===== src/rtl/store_ctrl_split_pkg.sv =====
// Shared definitions for the store-path controller.
//   state_e      controller states
//   cause codes  exception causes reported on the writeback
//   split_align  places a store into a double-word window (byte enables + data)
package store_ctrl_split_pkg;

  typedef enum logic [2:0] {
    ST_IDLE   = 3'd0,
    ST_XLATE0 = 3'd1,
    ST_XLATE1 = 3'd2,
    ST_ISSUE0 = 3'd3,
    ST_ISSUE1 = 3'd4,
    ST_WB     = 3'd5
  } state_e;

  localparam logic [3:0] ST_ADDR_MISALIGNED = 4'd6;
  localparam logic [3:0] ST_ACCESS_FAULT    = 4'd7;
  localparam logic [3:0] STORE_PAGE_FAULT   = 4'd15;

  typedef struct packed {
    logic [15:0]  be;
    logic [127:0] data;
  } split_t;

  // Sized for the widest word (XLEN=64). A 32-bit controller uses only the
  // low 8 enable bits / 64 data bits, which hold the same values.
  function automatic split_t split_align(input logic [2:0]  offset,
                                         input logic [1:0]  size,
                                         input logic [63:0] data);
    split_t      r;
    logic [15:0] mask;
    case (size)
      2'd0:    mask = 16'h0001;
      2'd1:    mask = 16'h0003;
      2'd2:    mask = 16'h000F;
      default: mask = 16'h00FF;
    endcase
    r.be   = mask << offset;
    r.data = {64'd0, data} << {offset, 3'b000};
    return r;
  endfunction

endpackage


===== src/rtl/store_ctrl_split_amo_credit_counter.sv =====
// Counts AMOs issued but not yet completed.
//   clk_i, rst_i  clock, synchronous active-high reset
//   inc_i         AMO handshake this cycle
//   dec_i         one AMO completed (ignored when the count is zero)
//   busy_o        count != 0
//   full_o        count == MAX
module store_ctrl_split_amo_credit_counter #(
  parameter int MAX = 2
) (
  input  logic clk_i,
  input  logic rst_i,
  input  logic inc_i,
  input  logic dec_i,
  output logic busy_o,
  output logic full_o
);

  localparam int CW = $clog2(MAX + 1);

  logic [CW-1:0] count_q;
  logic          dec_eff;

  assign dec_eff = dec_i && (count_q != '0);

  always_ff @(posedge clk_i) begin
    if (rst_i) begin
      count_q <= '0;
    end else if (inc_i && !dec_eff) begin
      if (count_q != CW'(MAX)) count_q <= count_q + 1'b1;
    end else if (!inc_i && dec_eff) begin
      count_q <= count_q - 1'b1;
    end
  end

  assign busy_o = (count_q != '0);
  assign full_o = (count_q == CW'(MAX));

endmodule


===== src/rtl/store_ctrl_split.sv =====
// Store/AMO path controller: accepts a request, translates one or two beats
// (a store crossing a word boundary becomes two aligned beats, both translated
// before either is issued), issues beats over valid/ready and returns one
// writeback with an optional exception.
//   request    valid_i/pop_o, vaddr_i, data_i, size_i, is_amo_i, amo_op_i, trans_id_i
//   translate  translation_req_o, vaddr_o, dtlb_hit_i, paddr_i, xlate_ex_i, xlate_ex_cause_i
//   beats      st_valid_o, amo_valid_o, beat_ready_i, beat_paddr/data/be/size_o, amo_op_o
//   AMO        amo_done_i, amo_busy_o
//   writeback  wb_valid_o, wb_trans_id_o, wb_ex_valid_o, wb_ex_cause_o, wb_ex_tval_o
module store_ctrl_split
  import store_ctrl_split_pkg::*;
#(
  parameter int XLEN                = 64,
  parameter int VLEN                = 39,
  parameter int PLEN                = 56,
  parameter int TRANS_ID_BITS       = 3,
  parameter int SPLIT_EN            = 1,
  parameter int AMO_MAX_OUTSTANDING = 2,
  parameter int AMO_OP_W            = 4,
  localparam int NB                 = XLEN / 8
) (
  input  logic                     clk_i,
  input  logic                     rst_i,
  input  logic                     flush_i,
  input  logic                     valid_i,
  output logic                     pop_o,
  input  logic [VLEN-1:0]          vaddr_i,
  input  logic [XLEN-1:0]          data_i,
  input  logic [1:0]               size_i,
  input  logic                     is_amo_i,
  input  logic [AMO_OP_W-1:0]      amo_op_i,
  input  logic [TRANS_ID_BITS-1:0] trans_id_i,
  output logic                     translation_req_o,
  output logic [VLEN-1:0]          vaddr_o,
  input  logic                     dtlb_hit_i,
  input  logic [PLEN-1:0]          paddr_i,
  input  logic                     xlate_ex_i,
  output logic                     st_valid_o,
  output logic                     amo_valid_o,
  input  logic                     beat_ready_i,
  output logic [PLEN-1:0]          beat_paddr_o,
  output logic [XLEN-1:0]          beat_data_o,
  output logic [NB-1:0]            beat_be_o,
  output logic [1:0]               beat_size_o,
  output logic [AMO_OP_W-1:0]      amo_op_o,
  input  logic                     amo_done_i,
  output logic                     amo_busy_o,
  output logic                     wb_valid_o,
  output logic [TRANS_ID_BITS-1:0] wb_trans_id_o,
  output logic                     wb_ex_valid_o,
  output logic [3:0]               wb_ex_cause_o,
  output logic [VLEN-1:0]          wb_ex_tval_o,
  input  logic [3:0]               xlate_ex_cause_i
);

  localparam int OFF_W = $clog2(NB);

  state_e state_q, state_d;

  // Incoming request geometry
  logic [OFF_W-1:0] in_off;
  logic [4:0]       in_nbytes, in_end;
  logic [2:0]       in_mask;
  logic             in_cross, in_size_ill, in_amo_mis, in_mis;

  assign in_off    = vaddr_i[OFF_W-1:0];
  assign in_nbytes = 5'd1 << size_i;
  assign in_end    = 5'(in_off) + in_nbytes;
  assign in_cross  = in_end > 5'(NB);

  always_comb begin
    case (size_i)
      2'd0:    in_mask = 3'd0;
      2'd1:    in_mask = 3'd1;
      2'd2:    in_mask = 3'd3;
      default: in_mask = 3'd7;
    endcase
  end

  assign in_size_ill = (XLEN == 32) && (size_i == 2'd3);
  assign in_amo_mis  = (vaddr_i[2:0] & in_mask) != 3'd0;
  assign in_mis      = in_size_ill ||
                       (is_amo_i ? in_amo_mis : (in_cross && (SPLIT_EN == 0)));

  // Latched request
  logic [VLEN-1:0]          vaddr_q;
  logic [XLEN-1:0]          data_q;
  logic [1:0]               size_q;
  logic                     amo_q, cross_q;
  logic [AMO_OP_W-1:0]      amo_op_q;
  logic [TRANS_ID_BITS-1:0] id_q;
  logic [PLEN-1:0]          paddr0_q, paddr1_q;
  logic                     ex_q;
  logic [3:0]               cause_q;
  logic [VLEN-1:0]          tval_q;

  logic [VLEN-1:0] vaddr1;
  split_t          sa;

  assign vaddr1 = {vaddr_q[VLEN-1:OFF_W], {OFF_W{1'b0}}} + VLEN'(NB);
  assign sa     = split_align(3'(vaddr_q[OFF_W-1:0]), size_q, 64'(data_q));

  logic accept, hs, amo_full;

  assign accept = ((state_q == ST_IDLE) || (state_q == ST_WB)) && valid_i && !flush_i;
  assign hs     = (st_valid_o || amo_valid_o) && beat_ready_i;

  store_ctrl_split_amo_credit_counter #(
    .MAX (AMO_MAX_OUTSTANDING)
  ) u_amo_cnt (
    .clk_i  (clk_i),
    .rst_i  (rst_i),
    .inc_i  (amo_valid_o && beat_ready_i),
    .dec_i  (amo_done_i),
    .busy_o (amo_busy_o),
    .full_o (amo_full)
  );

  // State register
  always_ff @(posedge clk_i) begin
    if (rst_i) state_q <= ST_IDLE;
    else       state_q <= state_d;
  end

  // Next state
  always_comb begin
    state_d = state_q;
    case (state_q)
      ST_IDLE, ST_WB: begin
        if (accept) state_d = in_mis ? ST_WB : ST_XLATE0;
        else        state_d = ST_IDLE;
      end
      ST_XLATE0: begin
        if (xlate_ex_i)      state_d = ST_WB;
        else if (dtlb_hit_i) state_d = cross_q ? ST_XLATE1 : ST_ISSUE0;
      end
      ST_XLATE1: begin
        if (xlate_ex_i)      state_d = ST_WB;
        else if (dtlb_hit_i) state_d = ST_ISSUE0;
      end
      ST_ISSUE0: if (hs) state_d = cross_q ? ST_ISSUE1 : ST_WB;
      ST_ISSUE1: if (hs) state_d = ST_WB;
      default:   state_d = ST_IDLE;
    endcase
    if (flush_i) state_d = ST_IDLE;
  end

  // Outputs
  always_comb begin
    pop_o             = accept;
    translation_req_o = 1'b0;
    vaddr_o           = '0;
    st_valid_o        = 1'b0;
    amo_valid_o       = 1'b0;
    beat_paddr_o      = '0;
    beat_data_o       = '0;
    beat_be_o         = '0;
    beat_size_o       = 2'd0;
    amo_op_o          = '0;
    wb_valid_o        = 1'b0;
    wb_trans_id_o     = '0;
    wb_ex_valid_o     = 1'b0;
    wb_ex_cause_o     = 4'd0;
    wb_ex_tval_o      = '0;
    case (state_q)
      ST_XLATE0: begin
        translation_req_o = 1'b1;
        vaddr_o           = vaddr_q;
      end
      ST_XLATE1: begin
        translation_req_o = 1'b1;
        vaddr_o           = vaddr1;
      end
      ST_ISSUE0: begin
        st_valid_o   = !amo_q && !flush_i;
        amo_valid_o  = amo_q && !amo_full && !flush_i;
        beat_paddr_o = cross_q ? {paddr0_q[PLEN-1:OFF_W], {OFF_W{1'b0}}} : paddr0_q;
        beat_data_o  = amo_q ? data_q : sa.data[XLEN-1:0];
        beat_be_o    = sa.be[NB-1:0];
        beat_size_o  = cross_q ? 2'(OFF_W) : size_q;
        amo_op_o     = amo_q ? amo_op_q : '0;
      end
      ST_ISSUE1: begin
        st_valid_o   = !flush_i;
        beat_paddr_o = paddr1_q;
        beat_data_o  = sa.data[2*XLEN-1:XLEN];
        beat_be_o    = sa.be[2*NB-1:NB];
        beat_size_o  = 2'(OFF_W);
      end
      ST_WB: begin
        wb_valid_o    = !flush_i;
        wb_trans_id_o = id_q;
        wb_ex_valid_o = ex_q;
        wb_ex_cause_o = cause_q;
        wb_ex_tval_o  = tval_q;
      end
      default: ;
    endcase
  end

  // Request / translation / exception capture
  always_ff @(posedge clk_i) begin
    if (rst_i) begin
      vaddr_q  <= '0;
      data_q   <= '0;
      size_q   <= 2'd0;
      amo_q    <= 1'b0;
      cross_q  <= 1'b0;
      amo_op_q <= '0;
      id_q     <= '0;
      paddr0_q <= '0;
      paddr1_q <= '0;
      ex_q     <= 1'b0;
      cause_q  <= 4'd0;
      tval_q   <= '0;
    end else if (accept) begin
      vaddr_q  <= vaddr_i;
      data_q   <= data_i;
      size_q   <= size_i;
      amo_q    <= is_amo_i;
      cross_q  <= in_cross && !is_amo_i;
      amo_op_q <= amo_op_i;
      id_q     <= trans_id_i;
      ex_q     <= in_mis;
      cause_q  <= ST_ADDR_MISALIGNED;
      tval_q   <= vaddr_i;
    end else if (!flush_i && (state_q == ST_XLATE0 || state_q == ST_XLATE1)) begin
      if (xlate_ex_i) begin
        ex_q    <= 1'b1;
        cause_q <= xlate_ex_cause_i;
        tval_q  <= (state_q == ST_XLATE0) ? vaddr_q : vaddr1;
      end else if (dtlb_hit_i) begin
        if (state_q == ST_XLATE0) paddr0_q <= paddr_i;
        else                      paddr1_q <= paddr_i;
      end
    end
  end

endmodule


===== config.mk =====
export PLATFORM = sky130hd
export DESIGN_NAME = store_ctrl_split
export DESIGN_NICKNAME = d
export VERILOG_FILES = /design/src/rtl/store_ctrl_split_pkg.sv /design/src/rtl/store_ctrl_split_amo_credit_counter.sv /design/src/rtl/store_ctrl_split.sv
export SDC_FILE = /design/constraint.sdc
export NUM_CORES = 1
export LEC_CHECK = 0
export BUFFER_PORTS_ARGS = -buffer_cell sky130_fd_sc_hd__buf_2
export CORE_UTILIZATION = 54
export DETAILED_ROUTE_END_ITERATION = 10
export PLACE_DENSITY = 0.84
export SETUP_SLACK_MARGIN = 0.5
export SYNTH_ARGS = -nofsm -noshare
export SYNTH_HDL_FRONTEND = slang
export SYNTH_HIERARCHICAL = 1
export SYNTH_SLANG_ARGS = --single-unit

===== constraint.sdc =====
create_clock -name clk_i -period 2.34 [get_ports clk_i]
set_input_delay 0.234 -clock clk_i [delete_from_list [all_inputs] [get_ports clk_i]]
set_output_delay 0.234 -clock clk_i [all_outputs]
set_load 0.005 [all_outputs]

==> metrics, run 1 <==
status stopped before the end; Exit stage global routing; Err [ERROR DPL-0038] Utilization greater than 100%, impossible to legalize; DIE HEIGHT 175 um; clk root buf clkbuf_16; Port Buffers 406; DP HPWL 44.2 mm; Die X 175 um; # IOs 407; clock buffer depth 3; post-synthesis mux area share 8.31%; Syn Nets 2,352; Synth Area in Simple Gates 24.5%; Synth Register Bits 275; Num CTS Buffers 30; post-synthesis xor/xnor area fraction 1.14%; Cell Area, Synth 16,100 um^2; cells after synthesis 2,166; post-synthesis adder-cell area fraction 0.435%; H-tree Lvls 1; Syn Area/Cell 7.44 um^2; yosys warns 6; largest family of logic cells by synthesized area compound AO/OA/AOI/OAI gates; routability cong. 1.04; sequential share of the synthesized area 34.1%; row count 62; Post-synth EDFFs 0; Starting Density 55.6%; asr flop ratio synth 0%; compound-gate portion of the synthesized area 25.3%; Clock Sinks 275; synth unique cells 82; pin count of the biggest net entering global routing 83; top_reg_cell synth dfxtp_1; pre-CTS setup slack 0.130 ns
## synth_stat cells (25+ instances only)
library cell	number	area [um^2]
nand2_1	598	2240
a21oi_1	292	1460
dfxtp_1	275	5510
clkbuf_1	128	480
o21ai_0	102	510
a22o_1	68	596
nor2_1	62	233
and3_1	57	357
buf_2	57	285
mux2i_1	45	450
o22ai_1	38	238
nand3_1	32	160
mux4_2	30	676
a31oi_1	26	163
a22oi_1	25	188
## kinds of logic after synthesis
group | count (synthesis)
fa+ha+maj | 5
simple gates | 876
xor+xnor | 21
buf+inv | 231
flops | 275
mux | 94
compound gates | 664
## timing repair
| action | CTS |
|---|---|
| hold buffers | 170 |
| setup buffers | 126 |
| pin swaps | 150 |
| endpoints found under the hold margin | 245 |
| gates cloned | 45 |
| endpoints found under the setup margin | 471 |
| resized for setup | 462 |
## metrics by stage
| stage | hold WS [ns] | instances | instance area [um^2] | utilization (%) |
|---|---|---|---|---|
| after CTS | 0.0000664 | 3275 | 25800 | 88.9 |
| after detailed placement | 0.444 | 2878 | 19100 | 65.8 |
| after global placement | 0.439 | 2878 | 19100 | 65.8 |
| after floorplan | 0.304 | 2166 | 16300 | - |
==> run 2: changes to the inputs <==
CORE_UTILIZATION = 40   (was 54)
PLACE_DENSITY = default   (was 0.84)
PLACE_DENSITY_LB_ADDON = 0.15   (was default)
SETUP_SLACK_MARGIN = default   (was 0.5)
==> run 2 against run 1 <==
Compared with the run above: the flow now finishes, with violations (negative setup slack); synthesized cell count stayed put; synthesized area unchanged.
==> metrics, run 2 <==
status finished with violations; failing checks negative setup slack; Largest register FFs 64; actual slew at the worst max-slew pin 0.743 ns; Pins Over Slew Limit 0; reg-to-reg startpoint state_q[0]; Clk Latency, worst-skew pair 0.56 ns; Cell Area, Synth 16,100 um^2; pre-CTS setup slack 0.0948 ns; routability cong. 0.996; total of max-cap violations 0; vias per cell 5.89; cells after synthesis 2,166; CTS tree done; fmax 0.375 GHz; clock skew after layout 0.0300 ns; placed instance area 19,200 um^2; Final #Nets 3,060; RR Endpoint tval_q[35]; Hold Crit Start vaddr_i[27]; Layout Cells excl Fill 3,425; top_reg_cell synth dfxtp_1; PD cells 500 nW/um^2; Clock Sinks 275; yosys warns 6; hold path cells 3; remaining antenna violation count 0; H-tree Lvls 2; Post-synth EDFFs 0; most common cell in the netlist nand2_1; TritonRoute pass-1 iters 8; # IOs 407; core area 39,700 um^2; Top reg by flops data_q; row count 73; unrepaired setup endpoints after global routing true; Largest regs data_q x64, paddr0_q x56, paddr1_q x56; final hold viol count 0; die area 41,100 um^2; Worst Path Max Fanout 4; post-synth top area share 34.1%; clock buffer depth 3; initial antenna violation count 3; drt wl/cell 22.1 um; post-synth top area cell dfxtp_1; fin worst setup slack -0.328 ns; Power Total 12.7 mW; WL final 75.8 mm; Syn Area/Cell 7.44 um^2; WHS 0.00838 ns; P&R area growth vs syn 58.0%; first-pass GRT wire length 109 mm; Sw Ratio 27.6%; Synth Register Bits 275; fin crit share 114%; R2R Setup Slk 0.09 ns; synth top area cells dfxtp_1, nand2_1, a21oi_1; Syn Nets 2,352; crit end category primary output; Final setup viols 102; clk slew on worst S/H paths 0.06 ns; layout cells sized above 1 37.3%; placed cells 3,031; sequential share of the synthesized area 34.1%; Worst EP arrival 2.43 ns; Worst Hold End vaddr_q[27]; First DRT Iteration DRCs 2,251; DP HPWL 46.0 mm; Worst Path Required 2.11 ns; most frequent cells in the layout nand2_1, buf_2, a21oi_1; commonest non-fill, non-tap cell in the layout nand2_1; r2r worst-path depth 9; Worst Hold Class in2reg; design area 25,500 um^2; clock share of power 43.4%; number of global-route vias before repair 18,800; Startpoint Class flop; Seq pwr share 39.7%; Die X 203 um; GRT Residual Overflow 0; aggregate global-route resource usage 33.8%; Num CTS Buffers 34; maximum VDD drop 0.000709 V; Starting Density 40.6%; internal power 9.22 mW; DIE HEIGHT 203 um; Leakage 10.6 nW; pin count of the biggest net entering global routing 63; Gate power share 16.8%; Post-synth top cells nand2_1, a21oi_1, dfxtp_1, clkbuf_1, o21ai_0; asr flop ratio synth 0%; Port Buffers 406; setup total negative slack -16.24 ns; switching power 3.52 mW; synth unique cells 82; Final min period 2.67 ns; Vias 20,200; Slew Limit Headroom 50.5%; Worst Setup Path Type reg2out; drc violations 0; post-layout util 64.1%; clk root buf clkbuf_16
==> run 2: cells by family (layout without fill, tap and decap cells) <==
group / Yosys count / in the layout / synth area share [%]
and+or+nand+nor: 876 / 877 / 24.5
AOI/OAI and AO/OA: 664 / 664 / 25.3
DFF: 275 / 275 / 34.1
buffers and inverters: 231 / 963 / 6.21
muxes: 94 / 94 / 8.31
xor gates and xnor gates: 21 / 21 / 1.14
adders and majority gates: 5 / 5 / 0.435
other: 0 / 1 / 0
==> run 2: how the worst max path moves through the flow <==
stage | depth (start not counted) | from | slack [ns] | end
finish | 7 | vaddr_q[17] | -0.33 | vaddr_o[32]
CTS | 7 | vaddr_q[16] | -0.28 | vaddr_o[36]
global placement | 6 | state_q[0] | 0.08 | vaddr_o[34]
global route | 7 | vaddr_q[10] | -0.40 | vaddr_o[32]
detailed placement | 6 | state_q[1] | 0.09 | vaddr_o[34]
floorplan | 9 | state_q[0] | 0.06 | u_amo_cnt/count_q[1]
==> run 2: cell type report <==
type	instances	area [um^2]
antenna	1	2.50
inverter	20	87.6
timing repair buffer	882	7110
clock buffer	49	1010
sequential	275	5570
multi-input combinational	1661	10900
tap	525	657
clock inverter	12	148
fill	3352	14200
==> run 2: metal layers <==
metal	wire length, um	track usage [%]	vias to the layer above
li1	-	-	9130
met1	30100	44.3	9603
met2	34100	52.0	1198
met3	7600	7.75	240
met4	3930	16.9	4
met5	27	0	-
==> run 2: timing repair <==
item | in CTS | in global routing
setup buffers | 89 | 67
endpoints found under the setup margin | 222 | 156
gates cloned | 13 | 13
pin swaps | 88 | 111
gates resized for setup | 277 | 220
hold buffers | 163 | 0
hold endpoints to repair | 232 | 0
==> run 2: critical path, stage by stage (launching register included) <==
cell	delay, ns
dfxtp_2	0.37
nand4_1	0.15
buf_4	0.18
nor4_4	0.34
nand2_2	0.14
or4b_1	0.48
nand2_1	0.09
buf_2	0.12
==> run 2: power by group through the flow <==
stage | clock network [mW] | registers [mW] | logic (mW)
4_1_cts | 5.61 | 5.05 | 1.88
2_1_floorplan | 0 | 5.05 | 0.872
3_5_place_dp | 0 | 5.15 | 1.41
6_report | 5.54 | 5.07 | 2.15
5_1_grt | 5.79 | 5.08 | 2.26
3_3_place_gp | 0 | 5.15 | 1.39
(Power assumes the default switching activity.)
